## config.mk

```make
export PLATFORM = sky130hd
export DESIGN_NAME = rf_sel_penc_unit_flat
export DESIGN_NICKNAME = d
export VERILOG_FILES = /design/src/rtl/rf_pkg.sv /design/src/rtl/rf_sel_penc_unit_if.sv /design/src/rtl/rf_sel_penc_unit_prio_enc3.sv /design/src/rtl/rf_sel_penc_unit.sv /design/src/flat_wrapper.sv
export SDC_FILE = /design/constraint.sdc
export NUM_CORES = 1
export LEC_CHECK = 0
export CORE_AREA = 2 2 130 132
export DETAILED_ROUTE_END_ITERATION = 8
export DIE_AREA = 0 0 132 134
export PLACE_DENSITY = 0.71
export SYNTH_ARGS = -nofsm -noshare
export SYNTH_HDL_FRONTEND = slang
export SYNTH_SLANG_ARGS = --single-unit
```

## constraint.sdc

```tcl
create_clock -name clk -period 3.6 [get_ports clk]
set_clock_uncertainty 0.2 [all_clocks]
set_input_delay 0.36 -clock clk [delete_from_list [all_inputs] [get_ports clk]]
set_output_delay 0.36 -clock clk [all_outputs]
set_load 0.01 [all_outputs]
```

## src/rtl/rf_pkg.sv

```systemverilog
// Shared register-file selection definitions.
//   REG_IDX_W / NUM_REGS : register index width and register count (8 registers).
//   pe_code_t            : write-port encoder codes. PE_NONE means "hold", and
//                          PE_P1..PE_P3 name write ports 1..3. The regfile's
//                          per-lane load decode reads these same codes.
package rf_pkg;

  localparam int REG_IDX_W = 3;
  localparam int NUM_REGS  = 8;

  typedef enum logic [1:0] {
    PE_NONE = 2'b00,
    PE_P1   = 2'b01,
    PE_P2   = 2'b10,
    PE_P3   = 2'b11
  } pe_code_t;

endpackage

```

## src/rtl/rf_sel_penc_unit_if.sv

```systemverilog
// Bus bundle for rf_sel_penc_unit.
//   a0..a7    : mux data inputs (register values 0..7)
//   sel       : binary index of the register to read
//   mux_out   : combinational selected data; mux_out_q is its one-cycle copy
//   pe_a0..2  : load requests from write ports 1..3
//   pe_out    : combinational encoded winner; pe_out_q is its one-cycle copy
// There is no handshake on this bus. Inputs are sampled continuously, and the
// _q outputs always hold the value from the previous rising clock edge.
interface rf_sel_penc_unit_if #(
  parameter int WIDTH = 32
);
  import rf_pkg::*;

  logic [WIDTH-1:0]     a0, a1, a2, a3, a4, a5, a6, a7;
  logic [REG_IDX_W-1:0] sel;
  logic [WIDTH-1:0]     mux_out;
  logic [WIDTH-1:0]     mux_out_q;
  logic                 pe_a0, pe_a1, pe_a2;
  logic [1:0]           pe_out;
  logic [1:0]           pe_out_q;

  modport master (
    output a0, a1, a2, a3, a4, a5, a6, a7, sel, pe_a0, pe_a1, pe_a2,
    input  mux_out, mux_out_q, pe_out, pe_out_q
  );

  modport slave (
    input  a0, a1, a2, a3, a4, a5, a6, a7, sel, pe_a0, pe_a1, pe_a2,
    output mux_out, mux_out_q, pe_out, pe_out_q
  );

endinterface

```

## src/rtl/rf_sel_penc_unit_prio_enc3.sv

```systemverilog
// rf_prio_enc3: combinational 3-input priority encoder. The highest-index
// request wins, so the youngest write port overrides the older ones.
//   req_p1..req_p3 : requests from write ports 1..3
//   code           : PE_P3 / PE_P2 / PE_P1, or PE_NONE when nothing is requested
// Lower-priority requests that lose are dropped without any indication.
module rf_prio_enc3
  import rf_pkg::*;
(
  input  logic     req_p1,
  input  logic     req_p2,
  input  logic     req_p3,
  output pe_code_t code
);

  always_comb begin
    code = PE_NONE;
    if (req_p3)      code = PE_P3;
    else if (req_p2) code = PE_P2;
    else if (req_p1) code = PE_P1;
  end

endmodule

```

## src/rtl/rf_sel_penc_unit.sv

```systemverilog
// rf_sel_penc_unit: register-file selection pair.
//   - Read path: WIDTH-bit 8:1 mux on bus.sel, driving mux_out.
//   - Write path: 3-input priority encoder on bus.pe_a*, driving pe_out.
// Each path also has a copy registered one cycle later (mux_out_q and pe_out_q)
// for pipelined consumers.
// Ports:
//   clk   : single clock; all state updates on the rising edge
//   rst_n : synchronous active-low reset; clears only the _q registers
//   bus   : rf_sel_penc_unit_if slave modport (data, select, requests, outputs)
// Reset does not affect the combinational outputs, which keep tracking the
// inputs while rst_n is low.
module rf_sel_penc_unit
  import rf_pkg::*;
#(
  parameter int WIDTH = 32
) (
  input  logic                clk,
  input  logic                rst_n,
  rf_sel_penc_unit_if.slave   bus
);

  logic [WIDTH-1:0] mux_c;
  logic [WIDTH-1:0] mux_q;
  pe_code_t         pe_c;
  logic [1:0]       pe_q;

  // Read-port mux. Every select value is covered, so a known sel never yields X.
  always_comb begin
    mux_c = '0;
    case (bus.sel)
      3'd0:    mux_c = bus.a0;
      3'd1:    mux_c = bus.a1;
      3'd2:    mux_c = bus.a2;
      3'd3:    mux_c = bus.a3;
      3'd4:    mux_c = bus.a4;
      3'd5:    mux_c = bus.a5;
      3'd6:    mux_c = bus.a6;
      3'd7:    mux_c = bus.a7;
      default: mux_c = '0;
    endcase
  end

  // pe_a0..pe_a2 are the requests from write ports 1..3.
  rf_prio_enc3 u_prio_enc3 (
    .req_p1 (bus.pe_a0),
    .req_p2 (bus.pe_a1),
    .req_p3 (bus.pe_a2),
    .code   (pe_c)
  );

  // Output pipeline registers. There is no enable, so the latency is always exactly one cycle.
  always_ff @(posedge clk) begin
    if (!rst_n) begin
      mux_q <= '0;
      pe_q  <= PE_NONE;
    end else begin
      mux_q <= mux_c;
      pe_q  <= pe_c;
    end
  end

  assign bus.mux_out   = mux_c;
  assign bus.pe_out    = pe_c;
  assign bus.mux_out_q = mux_q;
  assign bus.pe_out_q  = pe_q;

endmodule

```

## src/flat_wrapper.sv

```systemverilog
// flat-port wrapper written by rule: the top's interface ports become plain ports
module rf_sel_penc_unit_flat import rf_pkg::*;
#(
  parameter int WIDTH = 32
)
  (clk, rst_n, bus_a0, bus_a1, bus_a2, bus_a3, bus_a4, bus_a5, bus_a6, bus_a7, bus_sel, bus_pe_a0, bus_pe_a1, bus_pe_a2, bus_mux_out, bus_mux_out_q, bus_pe_out, bus_pe_out_q);
  rf_sel_penc_unit_if #(.WIDTH(WIDTH)) bus_i ();
  input  logic clk;
  input  logic rst_n;
  input wire logic [$bits(bus_i.a0)-1:0] bus_a0;
  input wire logic [$bits(bus_i.a1)-1:0] bus_a1;
  input wire logic [$bits(bus_i.a2)-1:0] bus_a2;
  input wire logic [$bits(bus_i.a3)-1:0] bus_a3;
  input wire logic [$bits(bus_i.a4)-1:0] bus_a4;
  input wire logic [$bits(bus_i.a5)-1:0] bus_a5;
  input wire logic [$bits(bus_i.a6)-1:0] bus_a6;
  input wire logic [$bits(bus_i.a7)-1:0] bus_a7;
  input wire logic [$bits(bus_i.sel)-1:0] bus_sel;
  input wire logic [$bits(bus_i.pe_a0)-1:0] bus_pe_a0;
  input wire logic [$bits(bus_i.pe_a1)-1:0] bus_pe_a1;
  input wire logic [$bits(bus_i.pe_a2)-1:0] bus_pe_a2;
  output wire logic [$bits(bus_i.mux_out)-1:0] bus_mux_out;
  output wire logic [$bits(bus_i.mux_out_q)-1:0] bus_mux_out_q;
  output wire logic [$bits(bus_i.pe_out)-1:0] bus_pe_out;
  output wire logic [$bits(bus_i.pe_out_q)-1:0] bus_pe_out_q;
  assign bus_i.a0 = bus_a0;
  assign bus_i.a1 = bus_a1;
  assign bus_i.a2 = bus_a2;
  assign bus_i.a3 = bus_a3;
  assign bus_i.a4 = bus_a4;
  assign bus_i.a5 = bus_a5;
  assign bus_i.a6 = bus_a6;
  assign bus_i.a7 = bus_a7;
  assign bus_i.sel = bus_sel;
  assign bus_i.pe_a0 = bus_pe_a0;
  assign bus_i.pe_a1 = bus_pe_a1;
  assign bus_i.pe_a2 = bus_pe_a2;
  assign bus_mux_out = bus_i.mux_out;
  assign bus_mux_out_q = bus_i.mux_out_q;
  assign bus_pe_out = bus_i.pe_out;
  assign bus_pe_out_q = bus_i.pe_out_q;
  rf_sel_penc_unit #(.WIDTH(WIDTH)) u_core (.clk(clk), .rst_n(rst_n), .bus(bus_i));
endmodule
```

# After elaboration in Yosys (flattened, before gate mapping)
# Index checks and enable logic that the tools add are counted.
totals:
  reg_bits: 34
  latch_bits: 0
  ramBits: 0
  romBits: 0
  out_inout_bits: 68
  wordCells: 14
  mem_count: 0
op_classes:
  n_addsub: 0
  multipliers: 0
  div: 0
  n_lt_le_gt_ge: 0
  n_eq_ne: 7
  shift: 0
  muxes: 4
  n_bitwise: 0
  n_reduce_logical: 1
ops:
  columns: ["op", "count"]
  rows:
  - ["32-bit one-hot mux with 8 select lines", 1]
  - ["3-bit == test (second input constant)", 4]
  - ["3-bit by 2-bit == test with 1-bit output (second input constant)", 2]
  - ["2-bit two-way mux", 2]
  - ["3-bit by 1-bit == test with 1-bit output (second input constant)", 1]
  - ["3-bit logical NOT", 1]
  - ["1-bit two-way mux", 1]

# Logic depth before layout (Yosys ltp)
# Gate-level depths: netlist of the first run.
logic_depth:
  ltp_word: 3
  ltp_mapped: 8
  depth_no_buf: 4

# Modules after synthesis
# A second synthesis of the first run with hierarchy kept.
unflattened:
  cells_unflattened: 359
  area_unflattened_um2: 3150.5
modules_own_cells:
  columns: ["module", "n_inst", "cells_per_inst", "area_each_um2"]
  rows:
  - ["rf_sel_penc_unit", 1, 356, 3133.0]
  - ["rf_prio_enc3", 1, 3, 17.5]

# Worst setup path before layout of the first run
# No wires, ideal clock.
synth_path:
  kind: "in2out"
  startpoint: "input port bus_sel[0]"
  endpoint: "output port bus_mux_out[14]"
  arrival_time_ps: 1443
  setup_slack_ps: 1597
  path_stages: 7
  cell_sequence: "buf_4 > buf_4 > buf_6 > buf_4 > o21ai_0 > nand2_1 > a21oi_1"
synth_between:
  elab_chain_cells: 2
synth_rtl:
  columns: ["element", "line_no", "text"]
  rows:
  - ["start: declaration", "flat_wrapper.sv:18", "input wire logic [$bits(bus_i.sel)-1:0] bus_sel;"]
  - ["3-bit == test, or another cell as far along", "rf_sel_penc_unit.sv:30", "case (bus.sel)"]
  - ["32-bit one-hot mux with 8 select lines (*)", "rf_sel_penc_unit.sv:30", null]
  - ["end: declaration", "flat_wrapper.sv:22", "output wire logic [$bits(bus_i.mux_out)-1:0] bus_mux_out;"]
# Mark *: on every way between the ends. The rest lies on a longest branch, timed or not.

# Worst setup path after layout of the first run
layout_path:
  startpoint: "input port bus_sel[1]"
  endpoint: "output port bus_mux_out[4]"
# Same word-level chain as after synthesis.

==> results of run 1 <==
## registers in the layout (all words and copies together), names as in the netlist
name	flops
u_core.bus.pe_out_q	2
u_core.bus.mux_out_q	32
## cell usage in the layout (no fill, tap or decap), drive strengths merged, types with 2 or more instances in the layout
master / synthesis / routed
mux2i: 22 / 22
a211o: 12 / 12
mux2: 23 / 23
mux4: 17 / 17
dfxtp: 34 / 34
a221oi: 2 / 2
o22ai: 6 / 6
a21oi: 30 / 30
a31oi: 11 / 11
nand3: 4 / 4
and2: 27 / 27
nor2: 34 / 34
a22o: 4 / 4
o21ai: 8 / 8
nor2b: 7 / 7
buf: 34 / 18
o221ai: 22 / 22
inv: 9 / 9
clkbuf: 4 / 7
a22oi: 5 / 5
clkdlybuf4s50: 0 / 328
nand2: 37 / 37
nor3b: 5 / 5
## worst max-delay path by stage
stage	depth (start not counted)	slack, ns	from	endpoint
6_report	6	0.64	bus_sel[1]	bus_mux_out[4]
3_5_place_dp	7	0.60	bus_sel[1]	bus_mux_out[15]
5_1_grt	6	0.45	bus_sel[1]	bus_mux_out[4]
2_1_floorplan	7	1.60	bus_sel[0]	bus_mux_out[14]
4_1_cts	7	0.60	bus_sel[1]	bus_mux_out[15]
3_3_place_gp	7	0.62	bus_sel[1]	bus_mux_out[0]
## worst min-delay path, cell delays in order
cell	delay [ns]
sky130_fd_sc_hd__buf_2	0.19
sky130_fd_sc_hd__buf_4	0.25
sky130_fd_sc_hd__nand2_1	0.10
sky130_fd_sc_hd__a21oi_1	0.06
## where the power goes
group	internal [mW]	total (mW)	switching, mW
Sequential	0.408	0.416	0.00778
Clock	0.254	0.432	0.179
Combinational	0.509	0.787	0.278
Total	1.17	1.64	0.464
## cell families after synthesis
kind of cell	count (synthesis)	synth area share, %
AO/OA/AOI/OAI	102	22.5
buffers and inverters	47	11.0
flip-flops	34	21.3
multiplexers	62	27.0
AND/OR/NAND/NOR	117	18.2
## per-stage QoR
step           std cells  hold WS [ns]  util, %
2_1_floorplan        362         0.298        -
3_3_place_gp         890         0.839     40.5
3_5_place_dp         890         0.854     40.5
4_1_cts              897         0.549     41.3
5_1_grt              897         0.594     41.3
6_report             897         0.540     41.3
## metal layers
layer	part of all wire [%]	wire length [microns]	global-route usage [%]	vias up
met2	49	8030	32.1	254
met1	39	6300	20.0	1852
met3	8.8	1430	5.71	27
met4	2.9	467	6.46	0
met5	0	0	0	-
li1	-	-	-	1967
## area by class of cell
type	instances	area (sq um)	share of cell area [%]
timing repair buffer	346	3440	51.1
clock buffer	7	133	1.97
tap	220	275	4.09
sequential	34	681	10.1
inverter	9	33.8	0.503
multi-input combinational	281	2160	32.2
==> run summary, run 1 <==
FFs w/ async S/R, synth -> 0%
Synth top area cells -> sky130_fd_sc_hd__dfxtp_1 (21%), sky130_fd_sc_hd__mux4_2 (12%), sky130_fd_sc_hd__mux2_2 (8.1%)
Hold Path Class -> in2reg
Share of layout cells above drive strength 1 -> 11.1%
Core region area -> 16300 sq um
Clock sink count -> 34
Yosys warns -> 0
List of cells traversed by the critical path -> buf_2 -> buf_4 -> inv_2 -> o221ai_1 -> a31oi_1 -> clkdlybuf4s50_1
Number of design-rule violations left by the first detailed-router iteration -> 174
Setup slack after placement -> 0.597 ns
Die W -> 132 microns
Total number of placement rows -> 47
Clock transition at the register clock pins on the worst setup and hold paths after CTS -> 0.05 ns
Post-CTS Repair Setup Buffers -> 0
Average instance area after synthesis -> 8.82 sq um
Number of antenna violations at the first check in global routing -> 0
Critical path data arrival time -> 2.40 ns
Distinct cells, synth -> 37
IO Count -> 332
GRT Total Usage -> 17.9%
IO Port Bufs -> 331
Overall power after layout -> 1.64 mW
Total via count after detailed routing -> 4100
Cell area after layout -> 6720 sq um
H-tree depth reported by CTS -> 2
Overall overflow remaining after global route -> 0
Status -> completed
Number of buffers added by the clock tree synthesis step -> 5
Largest driver fanout on the critical path -> 29
Layout Nets -> 941
Detailed-route wire length per cell -> 18.1 microns
Number of hold-slack violations in the final timing report -> 0
Lkg Pwr -> 2.54 nW
Count of flip-flops with a built-in enable after synthesis -> 0
Post-Route Setup TNS -> 0 ns
Final Setup Violations -> 0
Final weighted congestion in routability-driven placement -> 0.892
Wire length of the first global-routing pass -> 24300 microns
Predominant post-synthesis flop cell -> sky130_fd_sc_hd__dfxtp_1
Crit share post-route -> 82.3%
Worst Hold Depth -> 4
Critical Setup Path Class -> in2out
Final HPWL from detailed placement -> 12900 microns
Maximum count of clock buffers along a single path -> 2
Power per cell area -> 243 nW/um^2
Clock root cell -> sky130_fd_sc_hd__clkbuf_16
Total wire length -> 16200 microns
Unrepaired setup endpoints after global routing -> false
DR pass1 iterations -> 5
CTS Hold Buffers Added -> 0
Initial core utilization -> 19.6%
Critical Path Max Stage Delay -> 0.60 ns
Remaining antenna violation count after routing -> 0
Number of vias per cell -> 4.57
Area share of the largest cell type after synthesis -> 21.3%
Cell count after synthesis -> 362
Cell family with the largest share of critical-path delay -> buffers and inverters
Number of global-route vias before repair -> 4431
Die Outline Area -> 17700 sq um
Pins over their slew limit -> 0
Clock tree from TritonCTS -> done
Cell types with the highest counts after synthesis -> sky130_fd_sc_hd__nand2_1 (37), sky130_fd_sc_hd__dfxtp_1 (34), sky130_fd_sc_hd__nor2_1 (32), sky130_fd_sc_hd__a21oi_1 (29), sky130_fd_sc_hd__and2_1 (27)
Max-slew headroom -> 40.9%
Setup ws final -> 0.638 ns
Post-placement cell area -> 6590 sq um
Worst voltage drop across the vdd grid -> 0.148 mV
Maximum clock rate -> 338 MHz
End point of the worst hold path -> u_core.bus.mux_out_q[25]
Chip height -> 134 microns
Number of gates given a new drive strength after cts -> 0
Leading area contributor after synthesis -> sky130_fd_sc_hd__dfxtp_1
Total buffers and inverters traversed by the critical path -> 4
Max-cap viol count -> 0
Cell area after synthesis -> 3190 sq um
Filler cell count in the final layout -> 1646
Min Tclk post-route -> 2.96 ns
Sequential element share of the synthesized area -> 21.3%
Setup crit end kind -> primary output
Crit path required time -> 3.04 ns
Yosys reg bits -> 34
Number of antenna repair diodes -> 0
Dominant cell by count in the synthesized netlist -> sky130_fd_sc_hd__nand2_1
CP max stage cell -> sky130_fd_sc_hd__clkdlybuf4s50_1
Syn nets -> 626
Signed area change from the synthesized netlist to the final layout -> 110%
CP startpoint kind -> input port
Worst Min Path Start -> bus_sel[1]
DRC Markers -> 0
Worst slew pin tran -> 0.884 ns
Largest net degree at the start of global routing -> 45
Power figures use the tool's default switching activity.
==> inputs of run 2 (changes only) <==
Settings changed: PLACE_DENSITY 0.71 to 0.73.
Clock period 3.6 ns to 2.6 ns, I/O delays scaled along.
==> run summary, run 2 (synthesized netlist as in run 1, its figures left out) <==
Status -> completed (unchanged)
Minimum hold slack -> 0.266 ns (was 0.540 ns)
Lkg Pwr -> 2.63 nW (was 2.54 nW)
Core region area -> 16300 sq um (unchanged)
DRC Markers -> 0 (unchanged)
Hold Path Class -> in2reg (unchanged)
CP max stage cell -> sky130_fd_sc_hd__clkdlybuf4s50_1 (unchanged)
Worst voltage drop across the vdd grid -> 0.187 mV (was 0.148 mV)
Post-Route Setup TNS -> 0 ns (unchanged)
Number of hold-slack violations in the final timing report -> 0 (unchanged)
Number of buffers added by the clock tree synthesis step -> 5 (unchanged)
Filler cell count in the final layout -> 1633 (was 1646)
End point of the worst hold path -> u_core.bus.mux_out_q[25] (unchanged)
Setup slack after placement -> 0.108 ns (was 0.597 ns)
Chip height -> 134 microns (unchanged)
Total number of placement rows -> 47 (unchanged)
Remaining antenna violation count after routing -> 0 (unchanged)
CP startpoint kind -> input port (unchanged)
IO Port Bufs -> 331 (unchanged)
Clock tree from TritonCTS -> done (unchanged)
Worst Hold Depth -> 4 (unchanged)
List of cells traversed by the critical path -> clkdlybuf4s50_1 -> mux2i_1 -> a221oi_1 -> nor2_1 -> nor2_1 -> clkdlybuf4s50_1 (was buf_2 -> buf_4 -> inv_2 -> o221ai_1 -> a31oi_1 -> clkdlybuf4s50_1)
Final Setup Violations -> 0 (unchanged)
Crit share post-route -> 94.9%
Final weighted congestion in routability-driven placement -> 0.830 (was 0.892)
Clock sink count -> 34 (unchanged)
Sequential Area -> 681 sq um (unchanged)
Total via count after detailed routing -> 4144 (was 4100)
Wire length of the first global-routing pass -> 23600 microns (was 24300 microns)
Cell area after layout -> 6890 sq um (was 6720 sq um)
Crit path required time -> 2.14 ns (was 3.04 ns)
Number of antenna repair diodes -> 0 (unchanged)
Largest register FFs -> 32 (unchanged)
Worst Min Path Start -> bus_sel[1] (unchanged)
Max-cap viol count -> 0 (unchanged)
Largest net degree at the start of global routing -> 35 (was 45)
Post-placement cell area -> 6750 sq um (was 6590 sq um)
Overall overflow remaining after global route -> 0 (unchanged)
Post-CTS Repair Setup Buffers -> 0 (unchanged)
Cells after DPL -> 899 (was 890)
GRT Total Usage -> 17.2% (was 17.9%)
Pins over their slew limit -> 0 (unchanged)
Setup crit end kind -> primary output (unchanged)
H-tree depth reported by CTS -> 2 (unchanged)
Multi-input combinational cell area -> 2160 sq um (unchanged)
Overall power after layout -> 2.29 mW (was 1.64 mW)
Critical Setup Path Class -> in2out (unchanged)
Number of vias per cell -> 4.58 (was 4.57)
Detailed-route wire length per cell -> 17.2 microns (was 18.1 microns)
Final std cells w/o fill -> 905 (was 897)
Number of antenna violations at the first check in global routing -> 0 (unchanged)
Maximum clock rate -> 405 MHz
Min Tclk post-route -> 2.47 ns
Layout Nets -> 950 (was 941)
Signed area change from the synthesized netlist to the final layout -> 116% (was 110%)
Die Outline Area -> 17700 sq um (unchanged)
Number of design-rule violations left by the first detailed-router iteration -> 145 (was 174)
Largest driver fanout on the critical path -> 2 (was 29)
Clock transition at the register clock pins on the worst setup and hold paths after CTS -> 0.06 ns (was 0.05 ns)
Final HPWL from detailed placement -> 12600 microns (was 12900 microns)
Critical Path Max Stage Delay -> 0.56 ns (was 0.60 ns)
CTS Hold Buffers Added -> 0 (unchanged)
Die W -> 132 microns (unchanged)
IO Count -> 332 (unchanged)
Share of the core filled with cells -> 42.3% (was 41.3%)
Initial core utilization -> 19.6% (unchanged)
Maximum count of clock buffers along a single path -> 2 (unchanged)
Most common library cell in the layout ignoring fill and taps -> sky130_fd_sc_hd__clkdlybuf4s50_1 (unchanged)
Unrepaired setup endpoints after global routing -> false (unchanged)
Share of layout cells above drive strength 1 -> 12.4% (was 11.1%)
Worst slew pin tran -> 0.348 ns (was 0.884 ns)
Clock root cell -> sky130_fd_sc_hd__clkbuf_16 (unchanged)
Power per cell area -> 333 nW/um^2 (was 243 nW/um^2)
DR pass1 iterations -> 4 (was 5)
Critical path data arrival time -> 2.01 ns (was 2.40 ns)
Most frequent cells in the layout -> sky130_fd_sc_hd__clkdlybuf4s50_1 (327), sky130_fd_sc_hd__nand2_1 (37), sky130_fd_sc_hd__dfxtp_1 (34) (was sky130_fd_sc_hd__clkdlybuf4s50_1 (328), sky130_fd_sc_hd__nand2_1 (37), sky130_fd_sc_hd__dfxtp_1 (34))
Max-slew headroom -> 76.8% (was 40.9%)
Number of global-route vias before repair -> 4328 (was 4431)
Total wire length -> 15600 microns (was 16200 microns)
Setup ws final -> 0.133 ns (was 0.638 ns)
==> run 2: cell type report <==
cell class	instances	share of cell area [%]
Multi-Input combinational cell	281	31.4
Inverter	9	0.490
Timing Repair Buffer	355	52.2
Tap cell	220	3.99
Clock buffer	6	2.02
Sequential cell	34	9.88
==> run 2: layer usage <==
layer | wire length, microns | vias to the layer above | global-route usage, %
met5 | 0 | - | 0
met4 | 326 | 0 | 5.56
met3 | 1410 | 21 | 5.56
met2 | 7860 | 242 | 31.1
met1 | 5960 | 1891 | 19.1
li1 | - | 1990 | -
==> run 2: worst max-delay path by stage <==
stage | slack [ns] | end | start | cells after the start
after floorplan | 0.80 | bus_mux_out[14] | bus_sel[0] | 7
after global placement | 0.07 | bus_mux_out[30] | bus_a1[30] | 6
after detailed placement | 0.11 | bus_mux_out[22] | bus_sel[1] | 7
after CTS | 0.10 | bus_mux_out[30] | bus_a1[30] | 6
after global routing | 0.05 | bus_mux_out[3] | bus_sel[1] | 7
final | 0.13 | bus_mux_out[30] | bus_a1[30] | 6
==> run 2: report_power, final <==
group,internal (mW),total (mW),switching (mW),leakage [nW]
combinational,0.727,1.11,0.385,2.28
clock,0.371,0.607,0.236,0.0688
sequential,0.566,0.576,0.0107,0.283
==> run 2: worst max-delay path, delay by kind of cell <==
kind | cells | cell delay [ns]
buf+inv | 2 | 1.05
compound gates | 1 | 0.30
simple gates | 2 | 0.29
mux | 1 | 0.11
==> run 2: what timing repair did <==
| action | in CTS | in global routing |
|---|---|---|
| endpoints found under the setup margin | 0 | 3 |
| gates resized for setup | 0 | 2 |
| endpoints found under the hold margin | 0 | 0 |
==> inputs of run 3 (changes only) <==
Settings changed: CORE_AREA 2 2 130 132 to 5 5 125 127, DIE_AREA 0 0 132 134 to 0 0 130 132, GPL_TIMING_DRIVEN from default to 0, PLACE_DENSITY 0.73 to 0.8.
==> run summary, run 3 (synthesized netlist as in run 1, its figures left out) <==
Status -> completed (unchanged)
DRT met1 WL -> 6520 microns (was 5960 microns)
Worst voltage drop across the vdd grid -> 0.208 mV (was 0.187 mV)
Total wire length -> 18000 microns (was 15600 microns)
Maximum count of clock buffers along a single path -> 2 (unchanged)
Min Tclk post-route -> 2.54 ns (was 2.47 ns)
Crit share post-route -> 97.6% (was 94.9%)
Minimum hold slack -> 0.443 ns (was 0.266 ns)
CP max stage cell -> sky130_fd_sc_hd__clkdlybuf4s50_1 (unchanged)
Number of vias per cell -> 4.83 (was 4.58)
Cell family with the largest share of critical-path delay -> buffers and inverters (unchanged)
Clock transition at the register clock pins on the worst setup and hold paths after CTS -> 0.06 ns (about the same)
Share of layout cells above drive strength 1 -> 14.7% (was 12.4%)
Number of antenna repair diodes -> 0 (unchanged)
Total buffers and inverters traversed by the critical path -> 5 (was 2)
CTS Hold Buffers Added -> 0 (unchanged)
Worst Min Path Start -> bus_a0[19] (was bus_sel[1])
Detailed-route wire length per cell -> 20.3 microns (was 17.2 microns)
Number of buffers added by the clock tree synthesis step -> 5 (unchanged)
Power per cell area -> 333 nW/um^2 (about the same)
CP startpoint kind -> input port (unchanged)
DR pass1 iterations -> 4 (unchanged)
Final Setup Violations -> 0 (unchanged)
IO Port Bufs -> 329 (was 331)
Highest layer used for signal routing -> met4 (unchanged)
Number of global-route vias before repair -> 4621 (was 4328)
Wire length of the first global-routing pass -> 25500 microns (was 23600 microns)
Setup crit end kind -> primary output (unchanged)
Final HPWL from detailed placement -> 14900 microns (was 12600 microns)
Overall overflow remaining after global route -> 0 (unchanged)
Die W -> 130 microns (was 132 microns)
Worst slew pin tran -> 0.722 ns (was 0.348 ns)
Core region area -> 14300 sq um (was 16300 sq um)
End point of the worst hold path -> u_core.bus.mux_out_q[19] (was u_core.bus.mux_out_q[25])
Critical Setup Path Class -> in2out (unchanged)
Routed length on met3 -> 1740 microns (was 1410 microns)
Cells after DPL -> 875 (was 899)
Number of antenna violations at the first check in global routing -> 0 (unchanged)
Largest register FFs -> 32 (unchanged)
Max-cap viol count -> 0 (unchanged)
Unrepaired setup endpoints after global routing -> true (was false)
Met2 layer wire length in the routed design -> 9010 microns (was 7860 microns)
Pins over their slew limit -> 0 (unchanged)
Worst Hold Depth -> 3 (was 4)
DRC Markers -> 0 (unchanged)
GRT Total Usage -> 19.9% (was 17.2%)
Clock root cell -> sky130_fd_sc_hd__clkbuf_16 (unchanged)
Signed area change from the synthesized netlist to the final layout -> 117% (was 116%)
Final weighted congestion in routability-driven placement -> 0.873 (was 0.830)
Clock sink count -> 34 (unchanged)
Setup ws final -> 0.0622 ns (was 0.133 ns)
Total via count after detailed routing -> 4274 (was 4144)
Crit path required time -> 2.14 ns (about the same)
Largest net degree at the start of global routing -> 11 (was 35)
Overall power after layout -> 2.31 mW (was 2.29 mW)
Critical Path Max Stage Delay -> 0.58 ns (was 0.56 ns)
Largest driver fanout on the critical path -> 10 (was 2)
Most common library cell in the layout ignoring fill and taps -> sky130_fd_sc_hd__clkdlybuf4s50_1 (unchanged)
Lkg Pwr -> 2.79 nW (was 2.63 nW)
H-tree depth reported by CTS -> 2 (unchanged)
Final std cells w/o fill -> 884 (was 905)
Number of hold-slack violations in the final timing report -> 0 (unchanged)
Initial core utilization -> 22.3% (was 19.6%)
Max-slew headroom -> 51.9% (was 76.8%)
Number of design-rule violations left by the first detailed-router iteration -> 201 (was 145)
Remaining antenna violation count after routing -> 0 (unchanged)
Maximum clock rate -> 394 MHz (was 405 MHz)
Setup slack after placement -> -0.443 ns (was 0.108 ns)
List of cells traversed by the critical path -> clkdlybuf4s50_1 -> buf_6 -> clkinvlp_4 -> buf_6 -> o221ai_1 -> a21oi_1 -> clkdlybuf4s50_1 (was clkdlybuf4s50_1 -> mux2i_1 -> a221oi_1 -> nor2_1 -> nor2_1 -> clkdlybuf4s50_1)
Die Outline Area -> 17200 sq um (was 17700 sq um)
Layout Nets -> 963 (was 950)
Hold Path Class -> in2reg (unchanged)
Total number of placement rows -> 44 (was 47)
IO Count -> 332 (unchanged)
Critical path data arrival time -> 2.08 ns (was 2.01 ns)
Most frequent cells in the layout -> sky130_fd_sc_hd__clkdlybuf4s50_1 (298), sky130_fd_sc_hd__nand2_1 (37), sky130_fd_sc_hd__dfxtp_1 (34) (was sky130_fd_sc_hd__clkdlybuf4s50_1 (327), sky130_fd_sc_hd__nand2_1 (37), sky130_fd_sc_hd__dfxtp_1 (34))
Chip height -> 132 microns (was 134 microns)
Clock tree from TritonCTS -> done (unchanged)
Number of logic stages on the critical path including buffering -> 7 (was 6)
-- run 3: area by class of cell --
cell class                 count  area, sq um
clock inverter                 1         5.00
buffer                        38          358
multi-input combinational    281         2190
tap                          184          230
timing repair buffer         330         3300
inverter                       9         37.5
clock buffer                   7          143
fill                        1374         7370
sequential                    34          681
-- run 3: how the worst max path moves through the flow --
stage | startpoint | to
floorplan | bus_sel[0] | bus_mux_out[14]
CTS | bus_sel[0] | bus_mux_out[21]
detailed placement | bus_sel[0] | bus_mux_out[19]
global placement | bus_sel[0] | bus_mux_out[19]
finish | bus_sel[0] | bus_mux_out[8]
global route | bus_sel[0] | bus_mux_out[25]
-- run 3: per-stage QoR --
step / setup TNS, ns / util, % / instance area [sq um]
after CTS: 0 / 48.2 / 6890
after detailed placement: -7.28 / 46.9 / 6720
after floorplan: 0 / - / 3190
after global placement: -7.28 / 46.9 / 6720
final: 0 / 48.5 / 6950
after global routing: -0.00768 / 48.5 / 6950
-- run 3: repair_timing --
action                                  in CTS  in global routing
gates resized for setup                     36                 18
endpoints found under the setup margin      32                 16
cloned                                       0                  0
pin swaps                                    0                  3
setup buffers                                1                  0
-- run 3: report_power, final --
group	total, mW	switching, mW	leakage, nW	internal (mW)
sequential	0.577	0.0112	0.283	0.566
clock	0.620	0.240	0.0739	0.380
combinational	1.11	0.410	2.44	0.705
-- run 3: metal layers --
layer | track usage (%) | vias up
met1 | 21.1 | 1963
met4 | 8.03 | 0
met5 | 0 | -
li1 | - | 2016
met2 | 36.1 | 252
met3 | 5.88 | 43
==> RTL change 1, RTL diff (flow settings as in run 3) <==
Make the reset (`rst_n`) asynchronous in one clocked block. Comments in the files are not updated.
--- a/src/rtl/rf_sel_penc_unit.sv
+++ b/src/rtl/rf_sel_penc_unit.sv
@@ -49,7 +49,7 @@
   );
 
   // Output pipeline registers. There is no enable, so the latency is always exactly one cycle.
-  always_ff @(posedge clk) begin
+  always_ff @(posedge clk or negedge rst_n) begin
     if (!rst_n) begin
       mux_q <= '0;
       pe_q  <= PE_NONE;
Function: differs if rst_n is asserted again (counterexample within 4 cycles, from zero or initial values and one cycle with rst_n low); with rst_n held inactive, the same outputs for 10 cycles.
==> RTL change 1 against run 3 <==
Design area is 0.32% lower. Critical path depth is 1 higher. Setup slack improved by 10 ps. Power up 4.6%. Hold slack worse by 330 ps. Count of clock-buffer cells in the layout is the same. Area after synthesis down 5.9%. Combinational power up 5%. Core utilization shrank 0.16 points. Routed wire length grew 1.3%. Sequential cell count did not move.
==> RTL change 1: results (changes against run 3) <==
\begin{tabular}{lr}
\hline
Metric & Value \\
\hline
\multicolumn{2}{l}{\textbf{Power and ir drop}} \\
Power drawn by the combinational cells & 1.17 mW (+5\%) \\
Total leakage power & 3.06 nW (+9.5\%) \\
Switching Power & 0.724 mW (+9.6\%) \\
P\_int & 1.69 mW (+2.7\%) \\
\multicolumn{2}{l}{\textbf{Placed design}} \\
Pre-CTS setup slack & -361 ps (+81.2 ps) \\
Cell count after placement & 821 (-6.2\%) \\
Instance area after placement & 6540 µm² (-2.6\%) \\
Placer's final routability congestion estimate & 0.800 (-8.4\%) \\
Detailed placement HPWL & 14.8 mm (-0.75\%) \\
\multicolumn{2}{l}{\textbf{Global routing}} \\
Via count of the first global-routing pass & 4277 (-7.4\%) \\
Largest net degree at the start of global routing & 32 (+21) \\
Global-route wire length before repair & 25.5 mm (about the same) \\
Overall global routing resource usage & 0.200 (+0.00172) \\
\multicolumn{2}{l}{\textbf{Layout}} \\
Fill cells & 1381 (+0.51\%) \\
Total number of nets in the final design & 915 (-5.0\%) \\
Fraction of final layout cells with drive strength greater than 1 & 0.0997 (-0.0474) \\
\multicolumn{2}{l}{\textbf{Synthesis}} \\
Fraction of the yosys area taken by sequential cells & 0.283 (+0.0700) \\
Share of synthesized registers carrying an async set or reset & 1.00 (+1.00) \\
Post-synthesis cell type count & 24 (-35\%) \\
Avg Inst Size Synth & 9.79 µm² (+11\%) \\
Synthesized Nets & 571 (-8.8\%) \\
Ys flop type & dfrtp\_1 \\
Ys Warns & 0 (unchanged) \\
Largest cells by area after synthesis & mux2i\_1 31\%, dfrtp\_1 28\%, o22a\_1 9.0\%, a221oi\_1 8.5\%, o22ai\_1 6.5\% \\
\multicolumn{2}{l}{\textbf{Status}} \\
Outcome & finished, final reports clean \\
\multicolumn{2}{l}{\textbf{Detailed routing}} \\
Via count & 4034 (-5.6\%) \\
Metal1 wirelength & 6.92 mm (+6.2\%) \\
Wire length per cell after detailed routing & 21.8 µm (+7.2\%) \\
Met2 layer wire length in the routed design & 9.05 mm (+0.38\%) \\
Violation count after the first detailed-route iteration & 122 (-39\%) \\
Router iterations before antenna repair & 5 (+1) \\
\multicolumn{2}{l}{\textbf{Clock network}} \\
Post-CTS setup buffer count & 2 (+1) \\
Hold bufs inserted after CTS & 1 (+1) \\
Maximum number of buffers from clock root to sink & 2 (unchanged) \\
\multicolumn{2}{l}{\textbf{Critical path}} \\
End point of the critical path & bus\_mux\_out[20] \\
Origin of the worst setup path & bus\_sel[1] \\
\multicolumn{2}{l}{\textbf{STA}} \\
Relative max-transition margin & 0.533 (+0.0144) \\
Setup slack of the critical path after layout & 72.6 ps (+10.4 ps) \\
Final hold slack & 117 ps (-326 ps) \\
\hline
\end{tabular}
RTL change 1: routing by layer:
metal  global-route usage  vias up
met3               0.0754       20
met2                0.356      239
met5                    0        -
met4               0.0537        0
li1                     -     1891
met1                0.222     1884
RTL change 1: cells by family (layout without fill, tap and decap cells):
logic type / after synthesis / after routing / share of synthesized area
muxes: 94 / 94 / 0.313
AOI/OAI and AO/OA: 99 / 99 / 0.259
buffers and inverters: 64 / 409 / 0.114
DFF: 34 / 34 / 0.283
and+or+nand+nor: 16 / 16 / 0.0304
RTL change 1: final cells by class:
class	instances	area, µm²	share of cell area
clock buffers	7	143	0.0206
repair buffers	337	3380	0.488
plain buffers	33	275	0.0398
multi-input cells	209	1930	0.278
inverters	31	116	0.0168
well taps	184	230	0.0332
clock inverters	1	5.00	0.000723
flip-flops and latches	34	851	0.123
RTL change 1: critical path, stage by stage:
cell and delay [ps]:
clkdlybuf4s15_1 260, buf_6 190, buf_4 140, buf_8 140
mux2i_1 130, o22ai_2 210, o22a_1 190, clkdlybuf4s50_1 540
==> RTL change 2, RTL diff (flow settings as in run 3) <==
Made on the original files. `WIDTH` is set to 32 in 3 places; all go to 48.
--- a/src/rtl/rf_sel_penc_unit_if.sv
+++ b/src/rtl/rf_sel_penc_unit_if.sv
@@ -7,7 +7,7 @@
 // There is no handshake on this bus. Inputs are sampled continuously, and the
 // _q outputs always hold the value from the previous rising clock edge.
 interface rf_sel_penc_unit_if #(
-  parameter int WIDTH = 32
+  parameter int WIDTH = 48
 );
   import rf_pkg::*;
 
--- a/src/rtl/rf_sel_penc_unit.sv
+++ b/src/rtl/rf_sel_penc_unit.sv
@@ -12,7 +12,7 @@
 module rf_sel_penc_unit
   import rf_pkg::*;
 #(
-  parameter int WIDTH = 32
+  parameter int WIDTH = 48
 ) (
   input  logic                clk,
   input  logic                rst_n,
--- a/src/flat_wrapper.sv
+++ b/src/flat_wrapper.sv
@@ -1,7 +1,7 @@
 // flat-port wrapper written by rule: the top's interface ports become plain ports
 module rf_sel_penc_unit_flat import rf_pkg::*;
 #(
-  parameter int WIDTH = 32
+  parameter int WIDTH = 48
 )
   (clk, rst_n, bus_a0, bus_a1, bus_a2, bus_a3, bus_a4, bus_a5, bus_a6, bus_a7, bus_sel, bus_pe_a0, bus_pe_a1, bus_pe_a2, bus_mux_out, bus_mux_out_q, bus_pe_out, bus_pe_out_q);
   rf_sel_penc_unit_if #(.WIDTH(WIDTH)) bus_i ();
Interface: changed (10 resized); port bits go from 332 to 492. The function was not compared with the original's and may differ.
==> RTL change 2 against run 3 <==
The flow now stops in I/O pin placement. Synthesized cell count increased by 49%. Area after synthesis increased by 48%.
==> RTL change 2: results (changes against run 3) <==
\begin{tabular}{lr}
\hline
Metric & Value \\
\hline
\multicolumn{2}{l}{\textbf{Synthesis}} \\
Largest cells by area after synthesis & dfxtp\_1 21\%, mux2i\_1 9.3\%, mux4\_2 8.6\%, mux2\_2 6.9\%, o221ai\_1 5.2\% \\
Mapped cell area & 4730 µm² (+48\%) \\
Fraction of the yosys area taken by sequential cells & 0.212 (-0.00127) \\
Yosys reg bits & 50 (+47\%) \\
Post-synthesis cell type count & 40 (+8.1\%) \\
Share of synthesized registers carrying an async set or reset & 0 (unchanged) \\
Synthesized Nets & 933 (+49\%) \\
Number of cells produced by synthesis & 541 (+49\%) \\
Ys flop type & dfxtp\_1 \\
Synth top cells by count & 59 x nor2\_1, 50 x dfxtp\_1, 48 x nand2\_1 \\
Ys Warns & 0 (unchanged) \\
\multicolumn{2}{l}{\textbf{Status}} \\
Stopping stage & I/O pin placement \\
First error & [ERROR PPL-0024] Number of IO pins (492) exceeds maximum number of available positions (464). Increase the die perimeter from 524.00um to 669.12um. \\
Outcome & aborted with a tool error \\
\hline
\end{tabular}
RTL change 2: cell types whose count changed after synthesis, sizes merged, moves of 10 or more:
cell | run 3 | this run
clkbuf | 4 | 14
dfxtp | 34 | 50
mux2i | 22 | 44
nor2 | 34 | 59
a21oi | 30 | 42
nand2 | 37 | 48
RTL change 2: kinds of logic after synthesis:
logic type / share of synthesized area
AND/OR/NAND/NOR: 0.184
multiplexers: 0.276
AO/OA/AOI/OAI: 0.240
buffers and inverters: 0.0884
flip-flops: 0.212
